## src/rtl/stone_drawer.sv

```systemverilog
// Read-only scanner of the stone RAM: walks entries 0..quantity-1 each frame and
// rasterises every visible entry as a clipped 16x16 solid sprite, one pixel per cycle.
module stone_drawer #(
  parameter logic [9:0] SCREEN_W       = 10'd320,
  parameter logic [8:0] SCREEN_H       = 9'd240,
  parameter logic [2:0] COLOUR_STONE   = 3'b111,
  parameter logic [2:0] COLOUR_GOLD    = 3'b110,
  parameter logic [2:0] COLOUR_DIAMOND = 3'b011
) (
  input  logic        clock,
  input  logic        resetn,
  input  logic        start,
  input  logic [3:0]  quantity,
  input  logic [31:0] ram_q,
  output logic        draw_stone_flag,
  output logic [3:0]  draw_index,
  output logic [8:0]  vga_x,
  output logic [7:0]  vga_y,
  output logic [2:0]  colour,
  output logic        plot,
  output logic        done
);

  typedef enum logic [2:0] {
    S_IDLE = 3'd0,
    S_ADDR = 3'd1,
    S_WAIT = 3'd2,
    S_DRAW = 3'd3,
    S_NEXT = 3'd4,
    S_DONE = 3'd5
  } state_t;

  function automatic logic [2:0] type_colour(input logic [1:0] stone_type);
    case (stone_type)
      2'b00:   type_colour = COLOUR_STONE;
      2'b01:   type_colour = COLOUR_GOLD;
      default: type_colour = COLOUR_DIAMOND;
    endcase
  endfunction

  state_t      state_r, nxt_state_s;
  logic [3:0]  qty_r, nxt_qty_s;
  logic [3:0]  idx_r, nxt_idx_s;
  logic        flag_r, nxt_flag_s;
  logic [8:0]  ent_x_r, nxt_ent_x_s;
  logic [7:0]  ent_y_r, nxt_ent_y_s;
  logic [1:0]  ent_type_r, nxt_ent_type_s;
  logic [7:0]  cnt_r, nxt_cnt_s;
  logic [8:0]  vga_x_r, nxt_vga_x_s;
  logic [7:0]  vga_y_r, nxt_vga_y_s;
  logic [2:0]  colour_r, nxt_colour_s;
  logic        plot_r, nxt_plot_s;
  logic        done_r, nxt_done_s;

  logic [8:0]  pix_x_base_s;
  logic [7:0]  pix_y_base_s;
  logic [1:0]  pix_type_s;
  logic [7:0]  pix_cnt_s;
  logic [9:0]  x_sum_s;
  logic [8:0]  y_sum_s;
  logic        pix_on_s;
  logic        unused_ram_bits_s;

  // The moving flag and the reserved fields never affect drawing.
  assign unused_ram_bits_s = ^{ram_q[22:19], ram_q[10:4], ram_q[0]};

  // Pixel being prepared for the next cycle: first pixel straight from ram_q, later ones from the entry register.
  always_comb begin
    pix_x_base_s = ent_x_r;
    pix_y_base_s = ent_y_r;
    pix_type_s   = ent_type_r;
    pix_cnt_s    = cnt_r + 8'd1;
    if (state_r == S_WAIT) begin
      pix_x_base_s = ram_q[31:23];
      pix_y_base_s = ram_q[18:11];
      pix_type_s   = ram_q[3:2];
      pix_cnt_s    = 8'd0;
    end else begin
      pix_cnt_s    = cnt_r + 8'd1;
    end
    x_sum_s  = {1'b0, pix_x_base_s} + {6'd0, pix_cnt_s[3:0]};
    y_sum_s  = {1'b0, pix_y_base_s} + {5'd0, pix_cnt_s[7:4]};
    pix_on_s = (x_sum_s < SCREEN_W) && (y_sum_s < SCREEN_H);
  end

  // Next-state and next registered outputs; every output is the registered image of these values.
  always_comb begin
    nxt_state_s    = state_r;
    nxt_qty_s      = qty_r;
    nxt_idx_s      = idx_r;
    nxt_flag_s     = flag_r;
    nxt_ent_x_s    = ent_x_r;
    nxt_ent_y_s    = ent_y_r;
    nxt_ent_type_s = ent_type_r;
    nxt_cnt_s      = cnt_r;
    nxt_vga_x_s    = vga_x_r;
    nxt_vga_y_s    = vga_y_r;
    nxt_colour_s   = 3'd0;
    nxt_plot_s     = 1'b0;
    nxt_done_s     = 1'b0;
    case (state_r)
      S_IDLE: begin
        if (start) begin
          nxt_qty_s   = quantity;
          nxt_idx_s   = 4'd0;
          nxt_flag_s  = 1'b1;
          nxt_state_s = (quantity == 4'd0) ? S_DONE : S_ADDR;
        end else begin
          nxt_state_s = S_IDLE;
        end
      end
      S_ADDR: nxt_state_s = S_WAIT;
      S_WAIT: begin
        nxt_ent_x_s    = ram_q[31:23];
        nxt_ent_y_s    = ram_q[18:11];
        nxt_ent_type_s = ram_q[3:2];
        if (ram_q[1]) begin
          nxt_state_s  = S_DRAW;
          nxt_cnt_s    = 8'd0;
          nxt_vga_x_s  = x_sum_s[8:0];
          nxt_vga_y_s  = y_sum_s[7:0];
          nxt_colour_s = type_colour(pix_type_s);
          nxt_plot_s   = pix_on_s;
        end else begin
          nxt_state_s  = S_NEXT;
        end
      end
      S_DRAW: begin
        if (cnt_r == 8'd255) begin
          nxt_state_s  = S_NEXT;
        end else begin
          nxt_cnt_s    = pix_cnt_s;
          nxt_vga_x_s  = x_sum_s[8:0];
          nxt_vga_y_s  = y_sum_s[7:0];
          nxt_colour_s = type_colour(pix_type_s);
          nxt_plot_s   = pix_on_s;
        end
      end
      S_NEXT: begin
        // Compared at 5 bits so quantity=15 stops at index 14 without wrapping.
        if (({1'b0, idx_r} + 5'd1) >= {1'b0, qty_r}) begin
          nxt_state_s = S_DONE;
        end else begin
          nxt_idx_s   = idx_r + 4'd1;
          nxt_state_s = S_ADDR;
        end
      end
      S_DONE: begin
        nxt_done_s  = 1'b1;
        nxt_flag_s  = 1'b0;
        nxt_state_s = S_IDLE;
      end
      default: begin
        nxt_flag_s  = 1'b0;
        nxt_state_s = S_IDLE;
      end
    endcase
  end

  // State and output registers with synchronous active-low reset.
  always_ff @(posedge clock) begin
    if (!resetn) begin
      state_r    <= S_IDLE;
      qty_r      <= 4'd0;
      idx_r      <= 4'd0;
      flag_r     <= 1'b0;
      ent_x_r    <= 9'd0;
      ent_y_r    <= 8'd0;
      ent_type_r <= 2'd0;
      cnt_r      <= 8'd0;
      vga_x_r    <= 9'd0;
      vga_y_r    <= 8'd0;
      colour_r   <= 3'd0;
      plot_r     <= 1'b0;
      done_r     <= 1'b0;
    end else begin
      state_r    <= nxt_state_s;
      qty_r      <= nxt_qty_s;
      idx_r      <= nxt_idx_s;
      flag_r     <= nxt_flag_s;
      ent_x_r    <= nxt_ent_x_s;
      ent_y_r    <= nxt_ent_y_s;
      ent_type_r <= nxt_ent_type_s;
      cnt_r      <= nxt_cnt_s;
      vga_x_r    <= nxt_vga_x_s;
      vga_y_r    <= nxt_vga_y_s;
      colour_r   <= nxt_colour_s;
      plot_r     <= nxt_plot_s;
      done_r     <= nxt_done_s;
    end
  end

  assign draw_stone_flag = flag_r;
  assign draw_index      = idx_r;
  assign vga_x           = vga_x_r;
  assign vga_y           = vga_y_r;
  assign colour          = colour_r;
  assign plot            = plot_r;
  assign done            = done_r;

endmodule

```

## config.mk

```make
export PLATFORM = sky130hd
export DESIGN_NAME = stone_drawer
export DESIGN_NICKNAME = d
export VERILOG_FILES = /design/src/rtl/stone_drawer.sv
export SDC_FILE = /design/constraint.sdc
export NUM_CORES = 1
export LEC_CHECK = 0
export CORE_MARGIN = 2
export CORE_UTILIZATION = 40
export DETAILED_ROUTE_END_ITERATION = 8
export GPL_TIMING_DRIVEN = 0
export PLACE_DENSITY = 0.62
export SYNTH_ARGS = -nofsm -noshare
export SYNTH_HDL_FRONTEND = slang
export SYNTH_SLANG_ARGS = --single-unit
```

## constraint.sdc

```tcl
create_clock -name clock -period 3.3 [get_ports clock]
set_input_delay 0.495 -clock clock [delete_from_list [all_inputs] [get_ports clock]]
set_output_delay 0.495 -clock clock [all_outputs]
set_load 0.005 [all_outputs]
```

After elaboration in Yosys (flattened, before gate mapping)
Cells that the tools add are included.
Widths: inputs -> output; s select.
{ "totals": {"regBits": 61, "output_inout_bits": 27, "input_bits": 39, "wordCells": 77} }
{ "classes": {"bitwise": 1, "reduce_logical": 11, "n_mux": 32, "n_eq_ne": 12, "order_cmp": 3, "add_sub_neg": 5} }
{ "op_table": {"columns": ["op", "count"], "rows": [
  ["$mux 8", 6],
  ["$pmux 8 s2", 2],
  ["$mux 9", 3],
  ["$mux 3", 7],
  ["$pmux 9 s2", 1],
  ["$pmux 3 s5", 1],
  ["$pmux 3 s2", 2],
  ["$add 9x4->10", 1],
  ["$lt 10x9->1 const B", 1],
  ["$ne 2x2->1 const B", 5],
  ["$add 8x4->9", 1],
  ["$lt 9x8->1 const B", 1],
  ["$add 8x1->8 const B", 1],
  ["$eq 8x8->1 const B", 1],
  ["$mux 4", 2],
  ["$pmux 4 s2", 1],
  ["$eq 3x2->1 const B", 2],
  ["$eq 3x3->1 const B", 2],
  ["$reduce_and 3->1", 2],
  ["$add 4x1->5 const B", 1],
  ["$ge 5x4->1", 1],
  ["$add 4x1->4 const B", 1],
  ["$logic_not 4->1", 1],
  ["$mux 1", 4],
  ["other kinds (11)", 14]
]} }

Longest topological paths before layout
{ "depth": {"word_depth": 7, "ltp_mapped": 16} }

Worst setup path before layout
OpenSTA, ideal clock, no wires.
{ "synth_path": {"path_kind": "register to register", "startpoint": "register state_r[2]", "endpoint": "register plot_r, in the netlist plot", "synth_period_minus_slack_ns": 2.899, "path_buffers": 3, "arrival_time_ns": 2.838, "required_ns": 3.239, "slack_ns": 0.401, "stages_incl_launch_ff": 16, "cell_sequence": "dfxtp_1 buf_4 nor3b_4 buf_6 buf_2 nand2_1 nand2_1 ha_1 inv_1 fa_1 nand2b_1 a21oi_1 xnor2_1 mux2i_1 o41ai_2 and4_1"} }
{ "synth_via": {"elab_chain_len": 7, "elab_cells_between_ends": 13, "classes_between": "2 x add/sub; 2 x order compare; 2 x eq/ne; 6 x mux; 1 x reduce/logical"} }
{ "synth_rtl": {"columns": ["item", "line_no", "rtl"], "rows": [
  ["start, declared", "41", "state_t state_r, nxt_state_s;"],
  ["start signal, assigned", "177", "state_r <= nxt_state_s;"],
  ["$eq 3x2->1", "73, 101", null],
  ["$mux 9 / $mux 8 (equally long branches)", "73", "if (state_r == S_WAIT) begin"],
  ["$add 9x4->10 / $add 8x4->9 (equally long branches)", "81, 82", null],
  ["$lt 10x9->1 / $lt 9x8->1 (equally long branches)", "83", "pix_on_s = (x_sum_s < SCREEN_W) && (y_sum_s < SCREEN_H);"],
  ["$logic_and 1x1->1", "83", null],
  ["$mux 1 (on tied branches)", "129, 117", null],
  ["$pmux 1 s2 *", "101", "case (state_r)"],
  ["end signal, assigned", "188", "plot_r <= nxt_plot_s;"],
  ["end, declared", "52", "logic plot_r, nxt_plot_s;"]
]} }
Mark *: on every way between the ends. The rest lies on a longest branch, timed or not.
A chain may end at the register's enable or synchronous reset.

Worst setup path in the final report
{ "layout_path": {"startpoint": "register state_r[1]", "endpoint": "register plot_r, in the netlist plot"} }
Same word-level chain as after synthesis.

==> flow_summary.ini <==
[setup_path]
endpoint_kind = register
required_ps = 3580
critPathKind = reg -> reg
worst-r2r-cell-count = 14
path_max_fanout = 18
crit_path_frequent_cell = nand2_1
cp.arrival_ps = 3290
critPathSlowestCell = fa_1
critPathMaxStageDelay_ps = 370
cp-start-kind = register
crit_chain = buf_4 > nor3b_4 > buf_6 > nand2_1 > nand2_1 > ha_2 > inv_1 > fa_1 > nand2b_4 > a21oi_1 > xnor2_1 > mux2i_1 > o41ai_2 > and4_1

[synthesis]
synth_enable_flop_cells = 0
synth_seq_area_share_pct = 37.8
synth_area_um2 = 3230
yosys.cell_count.top_type = nand2_1
async_flop_share_pct = 0
ys_ff_latch = 61
yosys_warnings = 0
synthesis.nets = 456
avgSynthCellArea_um2 = 8.06
synth_top_cell_by_area = dfxtp_1
synth.distinct_cells = 47
synth-main-ff-cell = dfxtp_1
yosys-top-cells-area = dfxtp_1 38%, nand2_1 8.0%, a21oi_1 6.2%
synth_common_cells = 69 x nand2_1, 61 x dfxtp_1, 43 x nor2_1, 40 x a21oi_1, 22 x nand3_1
syn_inst = 401
synth.top_cell.area_share_pct = 37.8

[timing]
maxSlewHeadroom_pct = 54.0
setup_viol = 0
fin_ws_ps = 291
layout_min_cycle_time_ps = 3010
finalMaxSlewViolations = 0
skew_ps = 8.48
period_share_pct = 91.2
tightest_slew_ps = 690
fmax_mhz = 332
fin_setup_tns_ps = 0
hold_viol_final = 0
whs_ps = 453
rsz0062_at_grt = false

[route]
ant_nets = 0
via_per_inst = 5.24
drc = 0
first_pass_iters = 4
vias = 3028
drt-total-wl_um = 8470
routedWlPerCell_um = 14.7
drt_iter0_drc = 195

[die]
die_w_um = 93.9
core_area_um2 = 7770
ios = 66
num_rows = 32
die_area_um2 = 8810
initial_core_util_pct = 41.6
die_y_um = 93.9

[clock_network]
cts_tree = built
cts_sinks = 61
numCtsBuffers = 9
htreeDepth = 3
clock_path_buffers = 2
clk_pin_slew_ps = 70
clk_latency_ps = 340
cts_root_buf = clkbuf_8
hold_buffers = 0

[layout]
seq_area_um2 = 1220
drive_above_1_share_pct = 10.1
n_antenna_cell = 0
fin_util_pct = 53.7
num-nets-final = 527
multiInputGateArea_um2 = 1850
stdcell_area_um2 = 4170
stdcell_count = 578
nFillCells = 738
synthToLayoutAreaGrowth_pct = 29.1

[placed_design]
dpl_cell_area_um2 = 3890
dp_cells = 556
place_ws_ps = -56.6
portBuffers = 53
place_hpwl_um = 6170
finalWeightedCongestion = 0.796

[pwr]
total_power_mw = 1.74
pwr_density_cell_nw_per_um2 = 417
ir_worst_vdd_v = 0.000247
p_leak_nw = 1.63

[flow_run]
max-cap-violations = 0

[global_route]
grt_use_total_pct = 20.3
overflow = 0
grt_pass1_wl_um = 13800
antenna_found_initial = 0
grt_max_degree = 20
grt_pass1_vias = 2861

[outcome]
outcome = complete, no violations

[min_path]
hp-class = reg -> reg
min_path_cells = 2
[where the power goes]
part           total [mW]  internal [mW]  leakage (nW)  switching, mW
Combinational       0.278          0.128          1.04          0.150
Sequential          0.782          0.764         0.494         0.0175
Clock               0.681          0.383         0.101          0.297
Total                1.74           1.28          1.63          0.465
[cell type report]
| type | instances | area share (%) |
|---|---|---|
| Timing Repair Buffer | 62 | 14.3 |
| Buffer | 19 | 2.67 |
| Multi-Input combinational cell | 302 | 44.3 |
| Inverter | 17 | 1.53 |
| Sequential cell | 61 | 29.3 |
| Tap cell | 102 | 3.06 |
| Clock inverter | 4 | 1.14 |
| Clock buffer | 11 | 3.63 |
[what timing repair did]
| action | in CTS | in global routing |
|---|---|---|
| pin swaps | 1 | 1 |
| gates resized for setup | 2 | 5 |
| endpoints found under the setup margin | 1 | 1 |
| buffers inserted | 1 | 8 |
[critical path, delay by kind of cell, from the launching register on]
family	cells	cell delay, ps
muxes	1	130
buffers and inverters	3	450
adders and majority gates	2	580
xor gates and xnor gates	1	130
and+or+nand+nor	5	820
AOI/OAI and AO/OA	2	500
DFF	1	320
[metal layers]
layer	vias to the layer above	part of all wire [%]	GRT usage, %
li1	1521	-	-
met1	1415	48	27.4
met2	81	45	32.4
met3	11	5.5	3.37
met4	0	1.1	7.73
met5	-	0	0
[cell usage in the layout (no fill, tap or decap), types with 4 or more instances in the layout]
master,instances
nand2b_1,5
xnor2_1,12
buf_4,11
nand2_1,69
nand4_1,5
a22oi_1,4
nand3_1,22
clkbuf_1,6
nor2_1,43
a21oi_1,39
clkdlybuf4s50_1,53
o21ai_0,8
mux2i_1,19
a211oi_1,4
inv_1,16
or3_1,4
buf_2,8
nor3_1,4
dfxtp_1,61
ha_1,13
xor2_1,5
clkbuf_8,11
o211ai_1,5
[sequential cells by signal, summed over array words and instances (netlist names)]
name / count
ent_type_r: 2
plot: 1
ent_y_r: 8
state_r: 3
cnt_r: 8
draw_stone_flag: 1
qty_r: 4
vga_x: 9
ent_x_r: 9
vga_y: 8
draw_index: 4
colour: 3
done: 1
[final timing paths]
| kind | startpoint | to | slack (ps) |
|---|---|---|---|
| max reg2reg | state_r[1]$_SDFFE_PN0P_ | plot$_SDFF_PN0_ | 290 |
| max | state_r[1]$_SDFFE_PN0P_ | plot$_SDFF_PN0_ | 290 |
| min | vga_y[3]$_SDFFE_PN0P_ | vga_y[3]$_SDFFE_PN0P_ | 450 |
| min reg2reg | vga_y[3]$_SDFFE_PN0P_ | vga_y[3]$_SDFFE_PN0P_ | 450 |
[logic make-up after synthesis]
logic type,after synthesis,synth area share [%]
AOI/OAI and AO/OA,76,14.1
adders and majority gates,16,6.66
DFF,61,37.8
muxes,21,6.66
buffers and inverters,38,5.50
xor gates and xnor gates,17,4.61
and+or+nand+nor,172,24.7
No activity file was read; power rests on OpenSTA's default activity.
